<file path="src/rtl/dmem_pkg.sv">
// Shared types and helpers for the data-memory load/store unit.
package dmem_pkg;

  // Access size as carried on the request bus
  typedef enum logic [1:0] {
    SZ_BYTE = 2'd0,
    SZ_HALF = 2'd1,
    SZ_WORD = 2'd2,
    SZ_ILL  = 2'd3
  } size_e;

  // Load/store sequencing states
  typedef enum logic [1:0] {
    ST_IDLE = 2'd0,
    ST_ACC0 = 2'd1,
    ST_ACC1 = 2'd2,
    ST_RESP = 2'd3
  } lsu_state_t;

  // Byte-lane pattern of an access that starts at lane 0
  function automatic logic [3:0] size_mask(input size_e size);
    case (size)
      SZ_BYTE: return 4'b0001;
      SZ_HALF: return 4'b0011;
      SZ_WORD: return 4'b1111;
      default: return 4'b0000;
    endcase
  endfunction

  // Number of bytes touched by an access (0 for the illegal size)
  function automatic logic [2:0] size_bytes(input size_e size);
    case (size)
      SZ_BYTE: return 3'd1;
      SZ_HALF: return 3'd2;
      SZ_WORD: return 3'd4;
      default: return 3'd0;
    endcase
  endfunction

  // Two-word lane pattern: low nibble is the first word, high nibble the next
  function automatic logic [7:0] lane_mask(input size_e size, input logic [1:0] offset);
    return {4'b0000, size_mask(size)} << offset;
  endfunction

  // True when the access spills past the end of its first word
  function automatic logic crosses_word(input size_e size, input logic [1:0] offset);
    return ({1'b0, offset} + size_bytes(size)) > 3'd4;
  endfunction

endpackage

</file>
<file path="src/rtl/dmem_lsu_if.sv">
// Request/response and memory-port signals of the load/store unit.
interface dmem_lsu_if;
  logic        req_valid;
  logic        req_ready;
  logic        req_we;
  logic [1:0]  req_size;
  logic        req_signed;
  logic [31:0] req_addr;
  logic [31:0] req_wdata;

  logic        resp_valid;
  logic        resp_ready;
  logic [31:0] resp_rdata;
  logic        resp_err;

  logic        dmem_we;
  logic [3:0]  dmem_be;
  logic [31:0] dmem_a;
  logic [31:0] dmem_wd;
  logic [31:0] dmem_rd;

  // The load/store unit itself
  modport slave (
    input  req_valid, req_we, req_size, req_signed, req_addr, req_wdata,
    input  resp_ready, dmem_rd,
    output req_ready, resp_valid, resp_rdata, resp_err,
    output dmem_we, dmem_be, dmem_a, dmem_wd
  );

  // The pipeline and memory around it
  modport master (
    output req_valid, req_we, req_size, req_signed, req_addr, req_wdata,
    output resp_ready, dmem_rd,
    input  req_ready, resp_valid, resp_rdata, resp_err,
    input  dmem_we, dmem_be, dmem_a, dmem_wd
  );
endinterface

</file>
<file path="src/rtl/dmem_lane_align.sv">
// Combinational lane steering: byte-enable pattern, write-data placement for
// both halves of a (possibly split) access, and load extract/extend.
module dmem_lane_align
  import dmem_pkg::*;
(
  input  size_e       size,
  input  logic [1:0]  offset,
  input  logic        is_signed,
  input  logic [31:0] wdata,
  input  logic [31:0] lo_data,
  input  logic [31:0] hi_data,
  output logic [7:0]  mask,
  output logic [31:0] wd_lo,
  output logic [31:0] wd_hi,
  output logic [31:0] load_data
);

  logic [5:0]  shift_lo;
  logic [5:0]  shift_hi;
  logic [31:0] raw;
  logic        sign_bit;

  // Lane placement of store data and extraction of load data
  always_comb begin
    mask     = lane_mask(size, offset);
    shift_lo = {1'b0, offset, 3'b000};
    // offset 0 gives a 32-bit shift, which empties the second-word data
    shift_hi = 6'd32 - shift_lo;
    wd_lo    = wdata << shift_lo;
    wd_hi    = wdata >> shift_hi;
    raw      = 32'({hi_data, lo_data} >> shift_lo);
    sign_bit = 1'b0;
    load_data = 32'h0;
    case (size)
      SZ_BYTE: begin
        sign_bit  = is_signed & raw[7];
        load_data = {{24{sign_bit}}, raw[7:0]};
      end
      SZ_HALF: begin
        sign_bit  = is_signed & raw[15];
        load_data = {{16{sign_bit}}, raw[15:0]};
      end
      SZ_WORD: load_data = raw;
      default: load_data = 32'h0;
    endcase
  end

endmodule

</file>
<file path="src/rtl/dmem_lsu.sv">
// Load/store initiator between the core pipeline and the byte-enabled data
// memory. Word-crossing accesses are split into two aligned accesses unless
// ALLOW_UNALIGNED is cleared, in which case they are answered with an error.
module dmem_lsu
  import dmem_pkg::*;
#(
  parameter bit ALLOW_UNALIGNED = 1'b1
) (
  input  logic clk,
  input  logic reset,
  dmem_lsu_if.slave bus
);

  lsu_state_t  state_reg;
  lsu_state_t  state_next;

  logic        we_reg;
  logic        signed_reg;
  logic        err_reg;
  size_e       size_reg;
  logic [31:0] addr_reg;
  logic [31:0] wdata_reg;
  logic [31:0] lo_buf_reg;
  logic [31:0] hi_buf_reg;

  logic        accept;
  logic        req_err;
  logic [31:0] word_addr;
  logic [7:0]  mask;
  logic [31:0] wd_lo;
  logic [31:0] wd_hi;
  logic [31:0] load_data;
  logic        in_resp;

  dmem_lane_align u_align (
    .size      (size_reg),
    .offset    (addr_reg[1:0]),
    .is_signed (signed_reg),
    .wdata     (wdata_reg),
    .lo_data   (lo_buf_reg),
    .hi_data   (hi_buf_reg),
    .mask      (mask),
    .wd_lo     (wd_lo),
    .wd_hi     (wd_hi),
    .load_data (load_data)
  );

  assign accept    = (state_reg == ST_IDLE) && bus.req_valid;
  assign word_addr = {addr_reg[31:2], 2'b00};
  assign in_resp   = (state_reg == ST_RESP) && !reset;

  // Decide up front whether a new request is answered without touching memory
  always_comb begin
    req_err = (bus.req_size == SZ_ILL);
    if (!ALLOW_UNALIGNED && crosses_word(size_e'(bus.req_size), bus.req_addr[1:0])) begin
      req_err = 1'b1;
    end
  end

  // State register
  always_ff @(posedge clk) begin
    if (reset) begin
      state_reg <= ST_IDLE;
    end else begin
      state_reg <= state_next;
    end
  end

  // Next state and memory-port drive; everything is quiet while reset is high
  always_comb begin
    state_next    = state_reg;
    bus.req_ready = 1'b0;
    bus.dmem_we   = 1'b0;
    bus.dmem_be   = 4'b0000;
    bus.dmem_a    = 32'h0;
    bus.dmem_wd   = 32'h0;
    case (state_reg)
      ST_IDLE: begin
        bus.req_ready = 1'b1;
        if (bus.req_valid) begin
          state_next = req_err ? ST_RESP : ST_ACC0;
        end
      end
      ST_ACC0: begin
        bus.dmem_a  = word_addr;
        bus.dmem_be = mask[3:0];
        bus.dmem_wd = wd_lo;
        bus.dmem_we = we_reg;
        state_next  = (mask[7:4] != 4'b0000) ? ST_ACC1 : ST_RESP;
      end
      ST_ACC1: begin
        bus.dmem_a  = word_addr + 32'd4;
        bus.dmem_be = mask[7:4];
        bus.dmem_wd = wd_hi;
        bus.dmem_we = we_reg;
        state_next  = ST_RESP;
      end
      ST_RESP: begin
        if (bus.resp_ready) begin
          state_next = ST_IDLE;
        end
      end
      default: state_next = ST_IDLE;
    endcase
    if (reset) begin
      bus.dmem_we = 1'b0;
      bus.dmem_be = 4'b0000;
      bus.dmem_a  = 32'h0;
      bus.dmem_wd = 32'h0;
    end
  end

  // Response is driven straight from the held request and read buffers
  assign bus.resp_valid = in_resp;
  assign bus.resp_err   = in_resp && err_reg;
  assign bus.resp_rdata = (in_resp && !err_reg && !we_reg) ? load_data : 32'h0;

  // Latch the request fields on accept
  always_ff @(posedge clk) begin
    if (reset) begin
      we_reg     <= 1'b0;
      signed_reg <= 1'b0;
      err_reg    <= 1'b0;
      size_reg   <= SZ_BYTE;
      addr_reg   <= 32'h0;
      wdata_reg  <= 32'h0;
    end else if (accept) begin
      we_reg     <= bus.req_we;
      signed_reg <= bus.req_signed;
      err_reg    <= req_err;
      size_reg   <= size_e'(bus.req_size);
      addr_reg   <= bus.req_addr;
      wdata_reg  <= bus.req_wdata;
    end
  end

  // Collect read data from each memory word of the access
  always_ff @(posedge clk) begin
    if (reset) begin
      lo_buf_reg <= 32'h0;
      hi_buf_reg <= 32'h0;
    end else if (accept) begin
      lo_buf_reg <= 32'h0;
      hi_buf_reg <= 32'h0;
    end else if (state_reg == ST_ACC0) begin
      lo_buf_reg <= bus.dmem_rd;
    end else if (state_reg == ST_ACC1) begin
      hi_buf_reg <= bus.dmem_rd;
    end
  end

endmodule

</file>
<file path="src/flat_wrapper.sv">
// flat-port wrapper written by rule: the top's interface ports become plain ports
module dmem_lsu_flat import dmem_pkg::*;
#(
  parameter bit ALLOW_UNALIGNED = 1'b1
)
  (clk, reset, bus_req_valid, bus_req_we, bus_req_size, bus_req_signed, bus_req_addr, bus_req_wdata, bus_resp_ready, bus_dmem_rd, bus_req_ready, bus_resp_valid, bus_resp_rdata, bus_resp_err, bus_dmem_we, bus_dmem_be, bus_dmem_a, bus_dmem_wd);
  dmem_lsu_if bus_i ();
  input  logic clk;
  input  logic reset;
  input wire logic [$bits(bus_i.req_valid)-1:0] bus_req_valid;
  input wire logic [$bits(bus_i.req_we)-1:0] bus_req_we;
  input wire logic [$bits(bus_i.req_size)-1:0] bus_req_size;
  input wire logic [$bits(bus_i.req_signed)-1:0] bus_req_signed;
  input wire logic [$bits(bus_i.req_addr)-1:0] bus_req_addr;
  input wire logic [$bits(bus_i.req_wdata)-1:0] bus_req_wdata;
  input wire logic [$bits(bus_i.resp_ready)-1:0] bus_resp_ready;
  input wire logic [$bits(bus_i.dmem_rd)-1:0] bus_dmem_rd;
  output wire logic [$bits(bus_i.req_ready)-1:0] bus_req_ready;
  output wire logic [$bits(bus_i.resp_valid)-1:0] bus_resp_valid;
  output wire logic [$bits(bus_i.resp_rdata)-1:0] bus_resp_rdata;
  output wire logic [$bits(bus_i.resp_err)-1:0] bus_resp_err;
  output wire logic [$bits(bus_i.dmem_we)-1:0] bus_dmem_we;
  output wire logic [$bits(bus_i.dmem_be)-1:0] bus_dmem_be;
  output wire logic [$bits(bus_i.dmem_a)-1:0] bus_dmem_a;
  output wire logic [$bits(bus_i.dmem_wd)-1:0] bus_dmem_wd;
  assign bus_i.req_valid = bus_req_valid;
  assign bus_i.req_we = bus_req_we;
  assign bus_i.req_size = bus_req_size;
  assign bus_i.req_signed = bus_req_signed;
  assign bus_i.req_addr = bus_req_addr;
  assign bus_i.req_wdata = bus_req_wdata;
  assign bus_i.resp_ready = bus_resp_ready;
  assign bus_i.dmem_rd = bus_dmem_rd;
  assign bus_req_ready = bus_i.req_ready;
  assign bus_resp_valid = bus_i.resp_valid;
  assign bus_resp_rdata = bus_i.resp_rdata;
  assign bus_resp_err = bus_i.resp_err;
  assign bus_dmem_we = bus_i.dmem_we;
  assign bus_dmem_be = bus_i.dmem_be;
  assign bus_dmem_a = bus_i.dmem_a;
  assign bus_dmem_wd = bus_i.dmem_wd;
  dmem_lsu #(.ALLOW_UNALIGNED(ALLOW_UNALIGNED)) u_core (.clk(clk), .reset(reset), .bus(bus_i));
endmodule
</file>
<file path="config.mk">
export PLATFORM = sky130hd
export DESIGN_NAME = dmem_lsu_flat
export DESIGN_NICKNAME = d
export VERILOG_FILES = /design/src/rtl/dmem_pkg.sv /design/src/rtl/dmem_lsu_if.sv /design/src/rtl/dmem_lane_align.sv /design/src/rtl/dmem_lsu.sv /design/src/flat_wrapper.sv
export SDC_FILE = /design/constraint.sdc
export NUM_CORES = 1
export LEC_CHECK = 0
export BUFFER_PORTS_ARGS = -buffer_cell sky130_fd_sc_hd__buf_2
export CORE_ASPECT_RATIO = 1.1
export CORE_UTILIZATION = 49
export DETAILED_ROUTE_END_ITERATION = 8
export GPL_TIMING_DRIVEN = 1
export HOLD_SLACK_MARGIN = 0.05
export PLACE_DENSITY_LB_ADDON = 0.3
export REMOVE_ABC_BUFFERS = 1
export SLEW_MARGIN = 10
export SYNTH_ARGS = -nofsm -noshare
export SYNTH_HDL_FRONTEND = slang
export SYNTH_SLANG_ARGS = --single-unit
</file>
<file path="constraint.sdc">
create_clock -name clk -period 2.9 [get_ports clk]
set_input_delay 0.435 -clock clk [delete_from_list [all_inputs] [get_ports clk]]
set_output_delay 0.435 -clock clk [all_outputs]
set_load 0.05 [all_outputs]
</file>
==> results <==
- The flow ran to the end, and the final reports show no timing, DRC or antenna violations.
- The maximum number of pins on one net before global-route repair is 49.
- The die is 123 µm wide.
- At the pin with the least slew margin, the transition time is 0.510 ns.
- The share of post-route cells with drive strength above 1 is 28.5%.
- The number of enable-type register cells in the synthesized netlist is 0.
- For the worst setup path, the data arrival time is 2.38 ns.
- In this run the critical register-to-register path is captured at u_core.hi_buf_reg[8].
- The count of final hold-check violations was 0.
- The met3 wire length is 1.85 mm.
- Wire segments on met2 add up to 11.3 mm in the final route.
- The initialized floorplan defines 48 standard-cell rows.
- The synthesized area divided by synthesized cell count is 7.71 µm².
- For this run, the post-layout net count is 1303.
- Counting tap cells, the placed design contains a total of 1365 instances.
- The share of the Yosys chip area taken by registers is 32.3%.
- In this run the static leakage power is 3.96 nW.
- Setup repair after global routing left no endpoint under its margin.
- STA puts the critical path data required time at 2.47 ns.
- The port buffer count is 205.
- The synthesized netlist occupies a cell area of 7860 µm².
- For flop-to-flop paths, the worst setup slack is 0.84 ns.
- The final setup violation count is 0.
- The layout has 1407 filler cells.
- In this run the vertical extent of the chip is 135 µm.
- Timing would allow up to 355 MHz.
- After detailed routing, the number of vias per cell comes to 5.82.
- Across all setup checks in the final design, the least slack found is 0.0839 ns.
- The final clock skew is 0.00611 ns.
- The global placement routability congestion is 0.867.
- The final-report max-slew violation count is 0.
- In this run, CTS created clock tree buffers numbering 17.
- The worst hold path belongs to the class in -> reg.
- OpenSTA, run right after detailed placement, puts the worst setup slack at 0.260 ns.
- The H-tree generated during clock tree synthesis spans 4 levels.
- The die covers 16600 µm².
- Total power for the finished layout comes to 7.47 mW.
- In the final layout, the multi-input gates occupy 4980 µm².
- The register cell area after layout is 2560 µm².
- The setup total negative slack is 0 ns.
- Detailed placement ended at an HPWL of 16.2 mm.
- The clock drives 127 sinks.
- For hold timing, the worst endpoint is u_core.addr_reg[22].
- For this run, the detailed router's first-pass iteration total came to 6.
- The worst hold path startpoint is bus_req_addr[22].
- The total global routing overflow is 0.
- The total placed instance area is 9010 µm².
- The wire length the detailed router placed on met1 is 10.1 mm.
- The number of antenna violations at the first check in global routing was 4.
- Cells fill 62.5% of the core in the end.
- The routed layout has 8165 vias.
- Dividing the detail-routed wire length by the instance count gives 17.0 µm.
- The power density relative to cell area is 763 nW/µm².
- The routed design could run at a clock period as short as 2.82 ns.
- The proportion of synthesized flip-flops having asynchronous set or reset is 0%.
- In the post-synthesis netlist, the biggest area contributors are sky130_fd_sc_hd__dfxtp_1 32%, sky130_fd_sc_hd__mux2i_1 11%, sky130_fd_sc_hd__nand2_1 8.9%.
- The max-slew headroom at the worst pin is 65.5%.
- The detailed-route wire length is 23.8 mm.
- The sort of element at the start of the critical path is a register.
- The share of the cycle needed by the critical path after routing is 97.1%.
- The count of nets left with antenna violations once routing finished came out at 0.
- By instance count, the leading cell after synthesis is sky130_fd_sc_hd__nand2_1.
- The worst-case IR drop observed on VDD is 0.000440 V.
- The final cell count without fillers is 1403.
- The biggest area contributor in the post-synthesis netlist is sky130_fd_sc_hd__dfxtp_1.
- The core outline area is 15700 µm².
- The proportion of netlist area held by the largest area contributor is 32.3%.
- Clock-pin slew was measured on the worst setup and hold paths at 0.06 ns.
- The clock insertion delay at the later pin of the skew report is 0.42 ns.
- The TritonCTS clock tree is done.
- The type of the worst setup path is reg -> out.
- STA classifies the critical path endpoint as an output port.
- The commonest cells after synthesis are 186 x sky130_fd_sc_hd__nand2_1, 127 x sky130_fd_sc_hd__dfxtp_1, 112 x sky130_fd_sc_hd__a21oi_1, 109 x sky130_fd_sc_hd__nor2_1, 89 x sky130_fd_sc_hd__mux2i_1.
- The finished cells cover 9800 µm².
- The first-pass GRT wire length is 37.1 mm.
- The via count of the first global-routing pass is 7422.
- The count of maximum capacitance violations is 0.
- Once the floorplan was initialized, standard cells occupied 50.1% of the core.
- The top layer used by detailed routing is met5.
- The worst hold path was traced through 3 stages.
- The number of library cell types mapped by synthesis is 66.
- The worst register-to-register path has a depth of 6.
- For this block, the initial DRC count from the detailed router was 815.
- The Yosys step of the flow raised 0 warnings.
- The tree is rooted in a sky130_fd_sc_hd__clkbuf_16.
- Of all nets on the critical path, the largest fanout is 27.
- The synthesized instance count is 1020.
- The worst hold slack is 0.240 ns.
- The worst register-to-register path begins at u_core.state_reg[0].
- The synthesized design contains 127 register bits.
- The I/O pin count is 208.
- The global-route usage over all layers is 28.5%.
- For this run, the leading register cell type out of synthesis is sky130_fd_sc_hd__dfxtp_1.
- Compared with the post-synthesis result, the final layout area differs by 24.6%.
- The worst-case clock buffer depth is 2.
- The number of remaining DRC errors is 0.
## power breakdown
part           switching [mW]  internal, mW  total (mW)  leakage [nW]
logic                    1.82          1.09        2.92          2.64
clock network           0.808          1.32        2.13         0.288
registers               0.356          2.07        2.42          1.04
total                    2.99          4.48        7.47          3.96
## worst max-delay path by stage
stage	slack, ns	start	end
2_1_floorplan	-2.79	u_core.addr_reg[0]	bus_dmem_wd[10]
3_3_place_gp	0.30	u_core.state_reg[0]	bus_dmem_a[24]
3_5_place_dp	0.26	u_core.state_reg[0]	bus_dmem_a[22]
4_1_cts	-0.02	u_core.state_reg[1]	bus_dmem_a[18]
5_1_grt	0.002	u_core.state_reg[1]	bus_dmem_wd[3]
6_report	0.08	u_core.addr_reg[0]	bus_dmem_wd[21]
## final cells by class
class | instances | area share, %
flip-flops and latches | 127 | 26.1
diodes | 2 | 0.0511
multi-input cells | 790 | 50.8
inverters | 11 | 0.421
clock buffers | 21 | 4.80
well taps | 200 | 2.55
repair buffers | 241 | 14.1
clock inverters | 11 | 1.16
## worst max-delay path, cell delays in order, from the launching register on
cell and delay (ns):
sky130_fd_sc_hd__dfxtp_4 0.39, sky130_fd_sc_hd__buf_4 0.33, sky130_fd_sc_hd__nor2b_1 0.44, sky130_fd_sc_hd__a22oi_1 0.12, sky130_fd_sc_hd__o22a_1 0.22, sky130_fd_sc_hd__nor2_1 0.15, sky130_fd_sc_hd__buf_2 0.29
## cell families (layout without fill, tap and decap cells)
| kind of cell | count (synthesis) | count (layout) | synth area share [%] |
|---|---|---|---|
| adders and majority gates | 11 | 11 | 1.75 |
| AOI/OAI and AO/OA | 273 | 273 | 22.4 |
| DFF | 127 | 127 | 32.3 |
| xor gates and xnor gates | 1 | 1 | 0.111 |
| muxes | 115 | 115 | 15.3 |
| buffers and inverters | 104 | 284 | 5.81 |
| and+or+nand+nor | 388 | 388 | 22.2 |
| other | 1 | 4 | 0.0477 |
## routing by layer
metal | vias to the layer above | GRT usage [%]
li1 | 3982 | -
met1 | 3765 | 36.2
met2 | 367 | 45.4
met3 | 49 | 7.69
met4 | 2 | 11.7
met5 | - | 0
## placed cells by master (no fill, tap or decap), drive strengths merged, types with 4 or more instances in the layout
cell type  netlist  final
a211oi          17     17
a22o            18     18
a31oi           15     15
a22oi           22     22
clkbuf          51     28
dfxtp          127    127
and2             6      6
mux2i           89     89
a21oi          112    112
nand2          186    186
a221oi           4      4
nor2b           13     13
nor3             9      9
a31o             7      7
mux2            24     24
nor2           109    109
o21ai           33     33
nand4            9      9
clkinv           0      7
nand3           19     19
o22a             5      5
nand2b           5      5
nor3b            4      4
a21o             5      5
a222oi           8      8
ha              11     11
a41oi            7      7
nor4             6      6
and3             6      6
inv             11     11
buf             42    234
## timing repair
action,in CTS,in global routing
hold buffers,0,0
setup buffers,3,1
setup endpoints to repair,68,74
pin swaps,1,4
resized for setup,15,36
(Power assumes the default switching activity.)
